$ cat src/rtl/pcs_10g_enc.sv
// pcs_10g_enc: 10GBASE-R 64b/66b transmit encoder with the cl.49 TX state machine.
// Define PCS_ENC_SCRAMBLE_EN to scramble the payload with x^58+x^39+1 before output.
module pcs_10g_enc #(
  parameter int DATA_W  = 64,
  parameter int KEEP_W  = DATA_W / 8,
  parameter int BLOCK_W = 64,
  parameter int CNT_N   = BLOCK_W / DATA_W,
  parameter int CNT_W   = (CNT_N > 1) ? $clog2(CNT_N) : 1
) (
  input  logic              clk,
  input  logic              nreset,
  input  logic              en_i,
  input  logic [DATA_W-1:0] txd_i,
  input  logic [KEEP_W-1:0] txc_i,
  output logic [CNT_W-1:0]  part_o,
  output logic              head_v_o,
  output logic [1:0]        sync_head_o,
  output logic [DATA_W-1:0] data_o,
  output logic              valid_o
);

  localparam logic [7:0] CH_I = 8'h07;
  localparam logic [7:0] CH_S = 8'hFB;
  localparam logic [7:0] CH_T = 8'hFD;
  localparam logic [7:0] CH_E = 8'hFE;
  localparam logic [7:0] CH_O = 8'h9C;

  localparam logic [2:0] CL_C = 3'd0;
  localparam logic [2:0] CL_S = 3'd1;
  localparam logic [2:0] CL_T = 3'd2;
  localparam logic [2:0] CL_D = 3'd3;
  localparam logic [2:0] CL_E = 3'd4;

  localparam logic [2:0] TX_INIT = 3'd0;
  localparam logic [2:0] TX_C    = 3'd1;
  localparam logic [2:0] TX_D    = 3'd2;
  localparam logic [2:0] TX_T    = 3'd3;
  localparam logic [2:0] TX_E    = 3'd4;

  localparam logic [BLOCK_W-1:0] EBLOCK_PAY = {{8{7'h1E}}, 8'h1E};

  typedef struct packed {
    logic [2:0]         cls;
    logic [1:0]         hdr;
    logic [BLOCK_W-1:0] pay;
  } enc_t;

  function automatic logic [6:0] ccode(input logic [7:0] ch);
    return (ch == CH_I) ? 7'h00 : 7'h1E;
  endfunction

  function automatic logic [7:0] ttype(input int k);
    logic [7:0] t;
    case (k)
      0:       t = 8'h87;
      1:       t = 8'h99;
      2:       t = 8'hAA;
      3:       t = 8'hB4;
      4:       t = 8'hCC;
      5:       t = 8'hD2;
      6:       t = 8'hE1;
      default: t = 8'hFF;
    endcase
    return t;
  endfunction

  function automatic enc_t classify(input logic [BLOCK_W-1:0] d, input logic [7:0] c);
    enc_t r;
    logic all_ie;
    r.cls  = CL_E;
    r.hdr  = 2'b10;
    r.pay  = EBLOCK_PAY;
    all_ie = (c == 8'hFF);
    for (int i = 0; i < 8; i++)
      if (d[8*i +: 8] != CH_I && d[8*i +: 8] != CH_E) all_ie = 1'b0;
    if (c == 8'h00) begin
      r.cls = CL_D;
      r.hdr = 2'b01;
      r.pay = d;
    end else if (all_ie) begin
      r.cls      = CL_C;
      r.pay      = '0;
      r.pay[7:0] = 8'h1E;
      for (int i = 0; i < 8; i++) r.pay[8+7*i +: 7] = ccode(d[8*i +: 8]);
    end else if (c == 8'hF1 && d[7:0] == CH_O) begin
      // O-code 0x0 sits in bits [35:32], already cleared
      r.cls       = CL_C;
      r.pay       = '0;
      r.pay[7:0]  = 8'h4B;
      r.pay[31:8] = d[31:8];
      for (int i = 4; i < 8; i++) r.pay[36+7*(i-4) +: 7] = ccode(d[8*i +: 8]);
    end else if (c == 8'h01 && d[7:0] == CH_S) begin
      r.cls = CL_S;
      r.pay = {d[63:8], 8'h78};
    end else if (c == 8'h1F && d[39:32] == CH_S) begin
      r.cls        = CL_S;
      r.pay        = '0;
      r.pay[7:0]   = 8'h33;
      for (int i = 0; i < 4; i++) r.pay[8+7*i +: 7] = ccode(d[8*i +: 8]);
      r.pay[63:40] = d[63:40];
    end else begin
      // Trailing controls after /T/ are sent as idle, i.e. all-zero bits
      for (int k = 0; k < 8; k++)
        if (c == 8'(8'hFF << k) && d[8*k +: 8] == CH_T) begin
          r.cls = CL_T;
          r.pay = ((d & ((64'd1 << (8*k)) - 64'd1)) << 8) | {56'd0, ttype(k)};
        end
    end
    return r;
  endfunction

  function automatic logic [2:0] fsm_next(input logic [2:0] st, input logic [2:0] cls);
    logic [2:0] n;
    n = TX_E;
    case (st)
      TX_INIT, TX_C, TX_T: begin
        if (cls == CL_C) n = TX_C;
        else if (cls == CL_S) n = TX_D;
      end
      TX_D: begin
        if (cls == CL_D) n = TX_D;
        else if (cls == CL_T) n = TX_T;
      end
      default: begin
        if (cls == CL_C) n = TX_C;
        else if (cls == CL_D) n = TX_D;
        else if (cls == CL_T) n = TX_T;
      end
    endcase
    return n;
  endfunction

`ifdef PCS_ENC_SCRAMBLE_EN
  function automatic logic [BLOCK_W+57:0] scramble(input logic [BLOCK_W-1:0] d,
                                                    input logic [57:0] s);
    logic [57:0]        st;
    logic [BLOCK_W-1:0] o;
    logic               b;
    st = s;
    for (int i = 0; i < BLOCK_W; i++) begin
      b    = d[i] ^ st[38] ^ st[57];
      o[i] = b;
      st   = {st[56:0], b};
    end
    return {st, o};
  endfunction
`endif

  logic [CNT_W-1:0]                part_q, part_d;
  logic [2:0]                      state_q, state_d;
  logic                            valid_q, valid_d;
  logic [1:0]                      sync_q, sync_d;
  logic [CNT_N-1:0][DATA_W-1:0]    oblk_q, oblk_d;
  logic [BLOCK_W-1:0]              blk_d;
  logic [7:0]                      blk_c;
  logic                            last_beat;
  logic [2:0]                      state_nx;
  enc_t                            enc;
  logic [1:0]                      hdr_sel;
  logic [BLOCK_W-1:0]              pay_sel;
  logic [BLOCK_W-1:0]              pay_out;

  assign last_beat = (part_q == CNT_W'(CNT_N - 1));

  // Assembly: earlier beats wait in the buffer, the final beat joins combinationally
  if (CNT_N == 1) begin : g_single
    assign blk_d = txd_i;
    assign blk_c = txc_i;
  end else begin : g_multi
    logic [(CNT_N-1)*DATA_W-1:0] dbuf_q, dbuf_d;
    logic [(CNT_N-1)*KEEP_W-1:0] cbuf_q, cbuf_d;

    always_comb begin
      dbuf_d = dbuf_q;
      cbuf_d = cbuf_q;
      for (int p = 0; p < CNT_N - 1; p++)
        if (en_i && part_q == CNT_W'(p)) begin
          dbuf_d[p*DATA_W +: DATA_W] = txd_i;
          cbuf_d[p*KEEP_W +: KEEP_W] = txc_i;
        end
    end

    always_ff @(posedge clk) begin
      dbuf_q <= dbuf_d;
      cbuf_q <= cbuf_d;
    end

    assign blk_d = {txd_i, dbuf_q};
    assign blk_c = {txc_i, cbuf_q};
  end

  assign enc      = classify(blk_d, blk_c);
  assign state_nx = fsm_next(state_q, enc.cls);
  assign hdr_sel  = (state_nx == TX_E) ? 2'b10 : enc.hdr;
  assign pay_sel  = (state_nx == TX_E) ? EBLOCK_PAY : enc.pay;

`ifdef PCS_ENC_SCRAMBLE_EN
  logic [57:0]          scr_q, scr_d;
  logic [BLOCK_W+57:0]  scr_res;

  assign scr_res = scramble(pay_sel, scr_q);
  assign pay_out = scr_res[BLOCK_W-1:0];

  always_comb begin
    scr_d = scr_q;
    if (en_i && last_beat) scr_d = scr_res[BLOCK_W+57:BLOCK_W];
  end

  always_ff @(posedge clk) begin
    if (!nreset) scr_q <= '1;
    else         scr_q <= scr_d;
  end
`else
  assign pay_out = pay_sel;
`endif

  // Output register: loaded on the final beat, parts shown in lockstep with input parts
  always_comb begin
    part_d  = part_q;
    state_d = state_q;
    valid_d = valid_q;
    sync_d  = sync_q;
    oblk_d  = oblk_q;
    if (en_i) begin
      part_d = last_beat ? '0 : part_q + CNT_W'(1);
      if (last_beat) begin
        state_d = state_nx;
        valid_d = 1'b1;
        sync_d  = hdr_sel;
        oblk_d  = pay_out;
      end
    end
  end

  always_ff @(posedge clk) begin
    if (!nreset) begin
      part_q  <= '0;
      state_q <= TX_INIT;
      valid_q <= 1'b0;
      sync_q  <= 2'b00;
      oblk_q  <= '0;
    end else begin
      part_q  <= part_d;
      state_q <= state_d;
      valid_q <= valid_d;
      sync_q  <= sync_d;
      oblk_q  <= oblk_d;
    end
  end

  if (CNT_N == 1) begin : g_out_single
    assign data_o = oblk_q[0];
  end else begin : g_out_multi
    assign data_o = oblk_q[part_q];
  end

  assign part_o      = part_q;
  assign valid_o     = valid_q;
  assign sync_head_o = sync_q;
  assign head_v_o    = valid_q & (part_q == '0);

endmodule
$ cat config.mk
export PLATFORM = sky130hd
export DESIGN_NAME = pcs_10g_enc
export DESIGN_NICKNAME = d
export VERILOG_FILES = /design/src/rtl/pcs_10g_enc.sv
export SDC_FILE = /design/constraint.sdc
export NUM_CORES = 1
export LEC_CHECK = 0
export CORE_ASPECT_RATIO = 0.7
export CORE_MARGIN = 5
export CORE_UTILIZATION = 45
export CTS_BUF_LIST = sky130_fd_sc_hd__clkbuf_2
export DETAILED_ROUTE_END_ITERATION = 12
export PLACE_DENSITY = 0.77
export SKIP_CTS_REPAIR_TIMING = 1
export SYNTH_ARGS = -nofsm -noshare
export SYNTH_HDL_FRONTEND = slang
export SYNTH_SLANG_ARGS = --single-unit
$ cat constraint.sdc
create_clock -name clk -period 2.4 [get_ports clk]
set_input_delay 0.24 -clock clk [delete_from_list [all_inputs] [get_ports clk]]
set_output_delay 0.24 -clock clk [all_outputs]
set_load 0.02 [all_outputs]
==> impl_results.md <==
* Max incr delay on CP at 0.51 ns
* Rows at 31
* Final Hold Vio Count at 0
* DRT Wirelength at 25.4 mm
* Pin count of the biggest net entering global routing at 64
* DIE AREA at 13000 um2
* Violated checks: design-rule violations, negative setup slack
* Seq/Total Area, Yosys at 0.289
* CP arrival at 3.01 ns
* Vias in the first global route at 7002
* Dominant cell type by area after synthesis: dfxtp_1
* Final setup fails at 29
* IO Pins at 144
* Fin Hold WS at 0.154 ns
* Max H-tree Level at 3
* Final worst path period share at 1.04
* Clk_skew at 0.0522 ns
* Max Freq at 0.402 GHz
* Crit path top cell by count: buf_4
* Synth top area cells: dfxtp_1, o21ai_0, nand2_1
* Slew margin rel. at 0.565
* CTS sink count at 70
* Post-Layout Cell Count at 1104
* Max Slew Vio Count at 0
* I/O Buffers at 142
* Antenna violations before repair at 0
* Post-place setup slack at -0.814 ns
* Die W at 134 um
* Vias per cell at 6.83
* Remaining DRCs at 29
* CP Class: primary input to flop
* Initial core utilization at 0.465
* Pwr Density at 377 nW/um2
* CTS Buf Count at 9
* Inst Count DP at 1081
* Ys async rst share at 0
* Nets at 1042
* Crit start category: primary input
* DR iter-0 viols at 1348
* Worst-path clk slew at 0.27 ns
* Most frequent cell after synthesis: nand2_1
* CTS max path bufs at 2
* RSZ-0062 raised after global routing: true
* Critical Path RT at 2.91 ns
* Setup crit end kind: flop
* Slowest stage cell on the critical path: clkdlybuf4s50_1
* Synth Area per Inst at 7.69 um2
* Number of flops mapped to enable cells by yosys at 0
* Share of cells above drive strength 1 at 0.315
* First-pass GRT wire length at 36.9 mm
* Netlist Area Pre-Place at 4850 um2
* Die height at 96.9 um
* Setup ws final at -0.0904 ns
* Yosys warns at 0
* GRT Overall Usage at 0.351
* Synthesized flop and latch total at 70
* Post-Syn Nets at 706
* Post-synth cell types at 77
* Synth top cells by count: nand2_1, dfxtp_1, o21ai_0
* Root buf cell: clkbuf_2
* Post-DRT Antenna Nets at 0
* Drt wl/cell at 23.0 um
* Critical path, cell by cell: clkdlybuf4s50_1 > nand4_1 > nor3_2 > nand3_1 > buf_4 > nor4_4 > buf_6 > a31oi_1 > nor2_2 > buf_4 > o211ai_1 > a22o_1
* GPL Wtd Cong at 1.27
* Leakage power at 3.44 nW
* Area share of the largest cell type after synthesis at 0.289
* Worst hold path class: primary input to flop
* Area Overhead vs Synth at 74.1%
* Worst-Margin Slew at 0.653 ns
* Via count at 7545
* Main synth FF type: dfxtp_1
* FILL cells at 643
* Peak VDD IR at 0.000309 V
* Clock latency on the worst-skew pair at 0.63 ns
* CTS tree: built
* Synth Instances at 631
* Pre-antenna DRT Iters at 13
* HPWL Detailed at 18.9 mm
* Status: finished with violations
* GRT overflow at 0
* Number of diodes at 0
* Critical-path maximum fanout at 8
* Core box area at 10400 um2
* Fin Setup TNS at -1.06 ns
* Max-cap violations at 0
* Minimum clock period at 2.49 ns
worst max-delay path, delay by kind of cell:
| kind | cells | cell delay [ns] |
|---|---|---|
| and+or+nand+nor | 5 | 1.26 |
| buffers and inverters | 4 | 1.05 |
| AOI/OAI and AO/OA | 3 | 0.45 |
cells in the final DEF, fill, tap and decap left out, drive strengths merged, types with 8 or more instances in the layout:
cell type / synthesis / routed
and2: 10 / 10
and3: 11 / 11
or4: 8 / 8
o2bb2ai: 15 / 15
a22o: 18 / 18
a31oi: 24 / 24
inv: 9 / 10
nand2: 76 / 77
dfxtp: 70 / 70
a2bb2oi: 10 / 10
clkdlybuf4s50: 0 / 128
dlymetal6s2s: 0 / 13
nor2: 39 / 39
o21a: 12 / 12
nor3: 20 / 20
o21ai: 65 / 65
a22oi: 15 / 15
a21oi: 30 / 30
nand3: 24 / 24
buf: 9 / 219
clkbuf: 27 / 9
a21boi: 9 / 9
nor4: 14 / 14
nand4: 14 / 14
area by class of cell:
class / count / area (um2) / area share
tap: 132 / 165 / 0.0195
sequential: 70 / 1400 / 0.166
clock inverter: 7 / 121 / 0.0144
inverter: 10 / 37.5 / 0.00444
multi-input combinational: 516 / 3540 / 0.418
clock buffer: 9 / 45.0 / 0.00533
timing repair buffer: 360 / 3150 / 0.372
kinds of logic (layout without fill, tap and decap cells):
family          count (synthesis)  count (layout)  share of synthesized area
buf+inv                        46             386                     0.0392
other cells                     1               1                   0.000772
compound gates                254             254                      0.369
flops                          70              70                      0.289
simple gates                  260             261                      0.302
metrics by stage:
stage	power (W)	utilization	instance area, um2
3_5_place_dp	0.00216	0.757	7900
3_3_place_gp	0.00214	0.757	7900
5_1_grt	0.00328	0.810	8450
6_report	0.00319	0.810	8450
4_1_cts	0.00310	0.773	8070
2_1_floorplan	0.00159	-	4880
layer usage:
metal / global-route usage / vias up / routed length (um)
met3: 0.151 / 219 / 4110
met1: 0.436 / 3436 / 9250
met4: 0.167 / 0 / 1840
li1: - / 3145 / -
met5: 0 / - / 0
met2: 0.523 / 745 / 10200
sequential cells by signal, indices dropped and copies added (netlist names):
register / flops
state_q: 3
sync_head_o: 2
data_o: 64
valid_o: 1
power breakdown:
group	leakage [nW]	total [W]	switching [W]	internal [W]
combinational	2.76	0.000959	0.000487	0.000472
clock	0.0965	0.000969	0.000514	0.000455
sequential	0.578	0.00126	0.0000373	0.00123
total	3.44	0.00319	0.00104	0.00215
final timing paths:
check,startpoint,to,slack [ns],depth (start not counted)
worst max-delay path,txd_i[57],data_o[16],-0.09,12
worst min-delay path,en_i,data_o[48],0.15,4
worst max register to register,state_q[0],data_o[1],0.06,8
worst min register to register,data_o[4],data_o[4],0.47,2
Power figures use the tool's default switching activity.
